[src/rtl/rv_instr_decode.sv]
// rv_instr_decode: registered RV32I field decoder with 12-to-32-bit immediate sign extension
// Ports: iwClk/iwRst clock and sync active-high reset; iwValid/iwInstr incoming instruction;
// orValid registered valid; orRs1/orRs2/orRd/orOpCode/orFunct3/orFunct7 raw field slices;
// orImmediate20 U or J immediate; orImmediate12 I immediate; orImmediate12SClass S or B immediate;
// orImmediate12Ext/orImmediate12SClassExt sign-extended 12-bit immediates; orKnownOpcode RV32I major opcode hit.
module rv_instr_decode (
  input  logic        iwClk,
  input  logic        iwRst,
  input  logic        iwValid,
  input  logic [31:0] iwInstr,
  output logic        orValid,
  output logic [4:0]  orRs1,
  output logic [4:0]  orRs2,
  output logic [4:0]  orRd,
  output logic [6:0]  orOpCode,
  output logic [2:0]  orFunct3,
  output logic [6:0]  orFunct7,
  output logic [19:0] orImmediate20,
  output logic [11:0] orImmediate12,
  output logic [11:0] orImmediate12SClass,
  output logic [31:0] orImmediate12Ext,
  output logic [31:0] orImmediate12SClassExt,
  output logic        orKnownOpcode
);
  typedef struct packed {
    logic [4:0]  rs1;
    logic [4:0]  rs2;
    logic [4:0]  rd;
    logic [6:0]  opcode;
    logic [2:0]  funct3;
    logic [6:0]  funct7;
    logic [19:0] imm20;
    logic [11:0] imm12;
    logic [11:0] imm12s;
    logic [31:0] imm12_ext;
    logic [31:0] imm12s_ext;
    logic        known;
  } fields_t;
  function automatic logic [31:0] sext12(input logic [11:0] v);
    return {{20{v[11]}}, v};
  endfunction
  fields_t f_d, f_q, dec;
  logic    valid_d, valid_q;
  always_comb begin
    dec            = '0;
    dec.rs1        = iwInstr[19:15];
    dec.rs2        = iwInstr[24:20];
    dec.rd         = iwInstr[11:7];
    dec.opcode     = iwInstr[6:0];
    dec.funct3     = iwInstr[14:12];
    dec.funct7     = iwInstr[31:25];
    // J and B immediates are stored as offset/2 with their scrambled bit order undone
    dec.imm20      = (dec.opcode == 7'b1101111) ? {iwInstr[31], iwInstr[19:12], iwInstr[20], iwInstr[30:21]}
                                                : iwInstr[31:12];
    dec.imm12      = iwInstr[31:20];
    dec.imm12s     = (dec.opcode == 7'b1100011) ? {iwInstr[31], iwInstr[7], iwInstr[30:25], iwInstr[11:8]}
                                                : {iwInstr[31:25], iwInstr[11:7]};
    dec.imm12_ext  = sext12(dec.imm12);
    dec.imm12s_ext = sext12(dec.imm12s);
    dec.known      = dec.opcode inside {7'b0110111, 7'b0010111, 7'b1101111, 7'b1100111, 7'b1100011,
                                        7'b0000011, 7'b0100011, 7'b0010011, 7'b0110011};
    valid_d        = iwValid;
    f_d            = iwValid ? dec : f_q;
  end
  always_ff @(posedge iwClk) begin
    if (iwRst) begin
      valid_q <= 1'b0;
      f_q     <= '0;
    end else begin
      valid_q <= valid_d;
      f_q     <= f_d;
    end
  end
  assign orValid                = valid_q;
  assign orRs1                  = f_q.rs1;
  assign orRs2                  = f_q.rs2;
  assign orRd                   = f_q.rd;
  assign orOpCode               = f_q.opcode;
  assign orFunct3               = f_q.funct3;
  assign orFunct7               = f_q.funct7;
  assign orImmediate20          = f_q.imm20;
  assign orImmediate12          = f_q.imm12;
  assign orImmediate12SClass    = f_q.imm12s;
  assign orImmediate12Ext       = f_q.imm12_ext;
  assign orImmediate12SClassExt = f_q.imm12s_ext;
  assign orKnownOpcode          = f_q.known;
endmodule

[config.mk]
export PLATFORM = sky130hd
export DESIGN_NAME = rv_instr_decode
export DESIGN_NICKNAME = d
export VERILOG_FILES = /design/src/rtl/rv_instr_decode.sv
export SDC_FILE = /design/constraint.sdc
export NUM_CORES = 1
export LEC_CHECK = 0
export BUFFER_PORTS_ARGS = -buffer_cell sky130_fd_sc_hd__buf_4
export CORE_UTILIZATION = 44
export DETAILED_ROUTE_END_ITERATION = 8
export PLACE_DENSITY = 0.81
export SLEW_MARGIN = 20
export SYNTH_ARGS = -nofsm -noshare
export SYNTH_HDL_FRONTEND = slang
export SYNTH_SLANG_ARGS = --single-unit
[constraint.sdc]
create_clock -name iwClk -period 1.9 [get_ports iwClk]
set_input_delay 0.38 -clock iwClk [delete_from_list [all_inputs] [get_ports iwClk]]
set_output_delay 0.38 -clock iwClk [all_outputs]
set_load 0.005 [all_outputs]
* Yosys cells after proc, flatten, opt, wreduce, memory -nomap -nowiden
Index checks and enable logic that the tools add are counted.
** Storage, ports and cells
- Bits in registers :: 102
- Input bits :: 35
- Output and inout port bits :: 142
- Word-level logic and storage cells :: 25
** Operators by class
- Equal/unequal tests :: 9
- Mux-type cells :: 2
- Reduce and logical (&&, ||, !) cells :: 1
** Operator list (count)
- equality test 7 x 6 -> 1 bit (second input constant) :: 3
- equality test 7 bit (second input constant) :: 3
- two-way mux 19 bit :: 1
- equality test 7 x 5 -> 1 bit (second input constant) :: 2
- two-way mux 11 bit :: 1
- nonzero test 9 bit :: 1
- equality test 7 x 2 -> 1 bit (second input constant) :: 1

* Logic depth before layout (Yosys ltp)
- Word-level depth :: 2
- Gate-level depth with buffers :: 6
- Mapped depth without buffers :: 4

* Worst setup path before layout
Ideal clock, no wire load.
- Kind :: reg2out
- Start point :: register, netlist name orFunct7[6]
- End point :: output orImmediate12Ext[11]
- Data arrival time :: 1290 ps
- Data required time :: 1520 ps
- Setup slack :: 230 ps
- Stages on the path, launching flop included :: 2
- Buffers on the path :: 1
- Cells stage by stage :: dfxtp_1 -> buf_4
** RTL lines
- to (decl) :: RTL line 21 : output logic [31:0] orImmediate12Ext,

==> impl_metrics.env <==
export IMPL_status="finished clean"
export IMPL_floorplan_initialDensity_pct=45.71
export IMPL_synth_most_common_cell="buf_4"
export IMPL_grt_max_degree=65
export IMPL_end_kind="primary output"
export IMPL_dominantRegCellSynth="dfxtp_1"
export IMPL_synth_enable_flop_cells=0
export IMPL_dp_cells=542
export IMPL_seq_area_frac_synth_pct=41.26
export IMPL_dr_pass1_iters=4
export IMPL_avgSynthCellArea_um2=8.532
export IMPL_r2r_cells=3
export IMPL_synth_area_mm2=0.003105
export IMPL_dpl_instance_area_mm2=0.003948
export IMPL_fmax_ghz=0.6264
export IMPL_insertion_delay_ns=0.34
export IMPL_syn_nets=399
export IMPL_grt_pass1_vias=2384
export IMPL_vias_per_cell=4.916
export IMPL_post_cts_resized=0
export IMPL_dp_hpwl_um=5682
export IMPL_leakagePower_nw=2.086
export IMPL_final_area_mm2=0.004159
export IMPL_postCtsSetupBuffers=0
export IMPL_routed_wl_um=7880
export IMPL_clockBufferDepth=2
export IMPL_die_h_um=86.01
export IMPL_core_mm2=0.006794
export IMPL_yosys_top_cells_count="buf_4, dfxtp_1, nor2_1, nand2_1, mux2i_1"
export IMPL_synth_top_area_share_pct=41.26
export IMPL_fin_worst_skew_ns=0
export IMPL_worstHoldStart="iwInstr[31]"
export IMPL_post_route_drc_count=0
export IMPL_r2r_start="orKnownOpcode"
export IMPL_final_cells=558
export IMPL_maxSlewHeadroom_pct=55.49
export IMPL_fin_setup_tns_ns=0
export IMPL_ant_nets=0
export IMPL_antenna_diode_count=0
export IMPL_ctsHoldBuffers=0
export IMPL_gp_congestion=0.7873
export IMPL_grt_usage_pct=20.35
export IMPL_cts_made_buffers=9
export IMPL_die_w_um=86.01
export IMPL_htree_levels=3
export IMPL_synth_seq_cells=64
export IMPL_synth_area_leaders="dfxtp_1, buf_4, mux2i_1"
export IMPL_async_flop_share_pct=0
export IMPL_ys_warn_count=0
export IMPL_grt_antenna_before_repair=0
export IMPL_rsz0062_at_grt="false"
export IMPL_row_count=30
export IMPL_cp_arrival_ns=1.22
export IMPL_clk_pin_slew_ns=0.07
export IMPL_vdd_drop_max_uv=524.0
export IMPL_cts_tree="done"
export IMPL_required_ns=1.52
export IMPL_vias=2743
export IMPL_port_buffers=176
export IMPL_hp_class="in -> reg"
export IMPL_power_density_mw_per_mm2=803.4
export IMPL_gr_total_overflow=0
export IMPL_finalHoldViolCount=0
export IMPL_hold_path_depth=3
export IMPL_grt_pass1_wl_um=11790
export IMPL_layout_nets=492
export IMPL_area_growth_pct=33.92
export IMPL_netlist_instances=364
export IMPL_max_cap_violations=0
export IMPL_io_pins=177
export IMPL_setup_worst_path_start_class="flip-flop"
export IMPL_nFillCells=591
export IMPL_drive_gt1_share_pct=42.86
export IMPL_synth_cell_types=20
export IMPL_synth_top_cell_by_area="dfxtp_1"
export IMPL_crit_type="reg -> out"
export IMPL_finalCritPeriodShare_pct=84.02
export IMPL_crit_start="orFunct7[6]"
export IMPL_worstMarginPinSlew_ns=0.6676
export IMPL_crit_path_max_fanout=46
export IMPL_cts_root_buffer="clkbuf_8"
export IMPL_cts_sinks=64
export IMPL_routedWlPerCell_um=14.12
export IMPL_drt_iter0_drc=159
export IMPL_setup_violations=0
export IMPL_dieArea_mm2=0.007398
export IMPL_period_minus_slack_ns=1.596
export IMPL_maxSlewViolCount=0
power breakdown:
part,switching (mW),leakage (nW),internal [mW]
Combinational,0.260,1.45,0.343
Clock,0.517,0.110,0.734
Sequential,0.0586,0.530,1.43
per-layer routing:
| layer | share of wire, % | wire [um] | track usage (%) | vias up |
|---|---|---|---|---|
| met5 | 0 | 0 | 0 | - |
| met4 | 0.96 | 76 | 8.182 | 0 |
| met3 | 8.2 | 648 | 5.967 | 8 |
| met2 | 49 | 3845 | 33.91 | 134 |
| met1 | 42 | 3310 | 24.58 | 1274 |
| li1 | - | - | - | 1327 |
logic make-up (layout without fill, tap and decap cells):
kind of cell / count (synthesis) / after routing / synth area share (%)
flip-flops: 64 / 64 / 41.26
AO/OA/AOI/OAI: 33 / 33 / 8.904
AND/OR/NAND/NOR: 133 / 133 / 17.00
buffers and inverters: 101 / 199 / 22.20
multiplexers: 33 / 33 / 10.64
final cells by class:
class	instances	area, um2	area share [%]
Timing Repair Buffer	183	1411	33.93
Sequential cell	64	1281	30.81
Multi-Input combinational cell	199	1135	27.29
Clock buffer	10	127.6	3.069
Tap cell	96	120.1	2.888
Clock inverter	6	83.83	2.016
worst paths after layout:
| path | end | slack (ns) |
|---|---|---|
| min | orFunct7[6] | 0.28 |
| min reg2reg | orImmediate20[0] | 0.49 |
| max | orImmediate12SClassExt[13] | 0.30 |
| max reg2reg | orKnownOpcode | 1.13 |
critical path, stage by stage (launching register included):
cell and delay [ns]:
dfxtp_1 0.33, buf_4 0.35, buf_4 0.19
flip-flops by register name, summed over array words and instances (netlist names):
| register | flops |
|---|---|
| orFunct3 | 3 |
| orOpCode | 7 |
| orImmediate20 | 19 |
| orRd | 5 |
| orRs1 | 5 |
| orFunct7 | 7 |
| orValid | 1 |
| orRs2 | 4 |
| orImmediate12SClass | 11 |
| orImmediate12Ext | 1 |
| orKnownOpcode | 1 |
per-stage QoR:
step | setup slack, ns | utilization [%] | hold slack [ns] | total power, mW
after global placement | 0.2898 | 58.10 | 0.4708 | 2.107
after floorplan | 0.2296 | - | 0.4764 | 1.852
after global routing | 0.2100 | 61.22 | 0.2814 | 3.494
after CTS | 0.2796 | 61.22 | 0.2721 | 3.378
final | 0.3037 | 61.22 | 0.2763 | 3.341
after detailed placement | 0.2141 | 58.10 | 0.4814 | 2.123
cells in the final DEF (no fill, tap or decap), drive strengths merged, types with 3 or more instances in the layout:
| cell | n |
|---|---|
| mux2i | 33 |
| nand2 | 59 |
| dfxtp | 64 |
| nor2 | 64 |
| a311oi | 29 |
| nor2b | 3 |
| clkbuf | 10 |
| buf | 183 |
| clkinv | 4 |
Power figures use the tool's default switching activity.
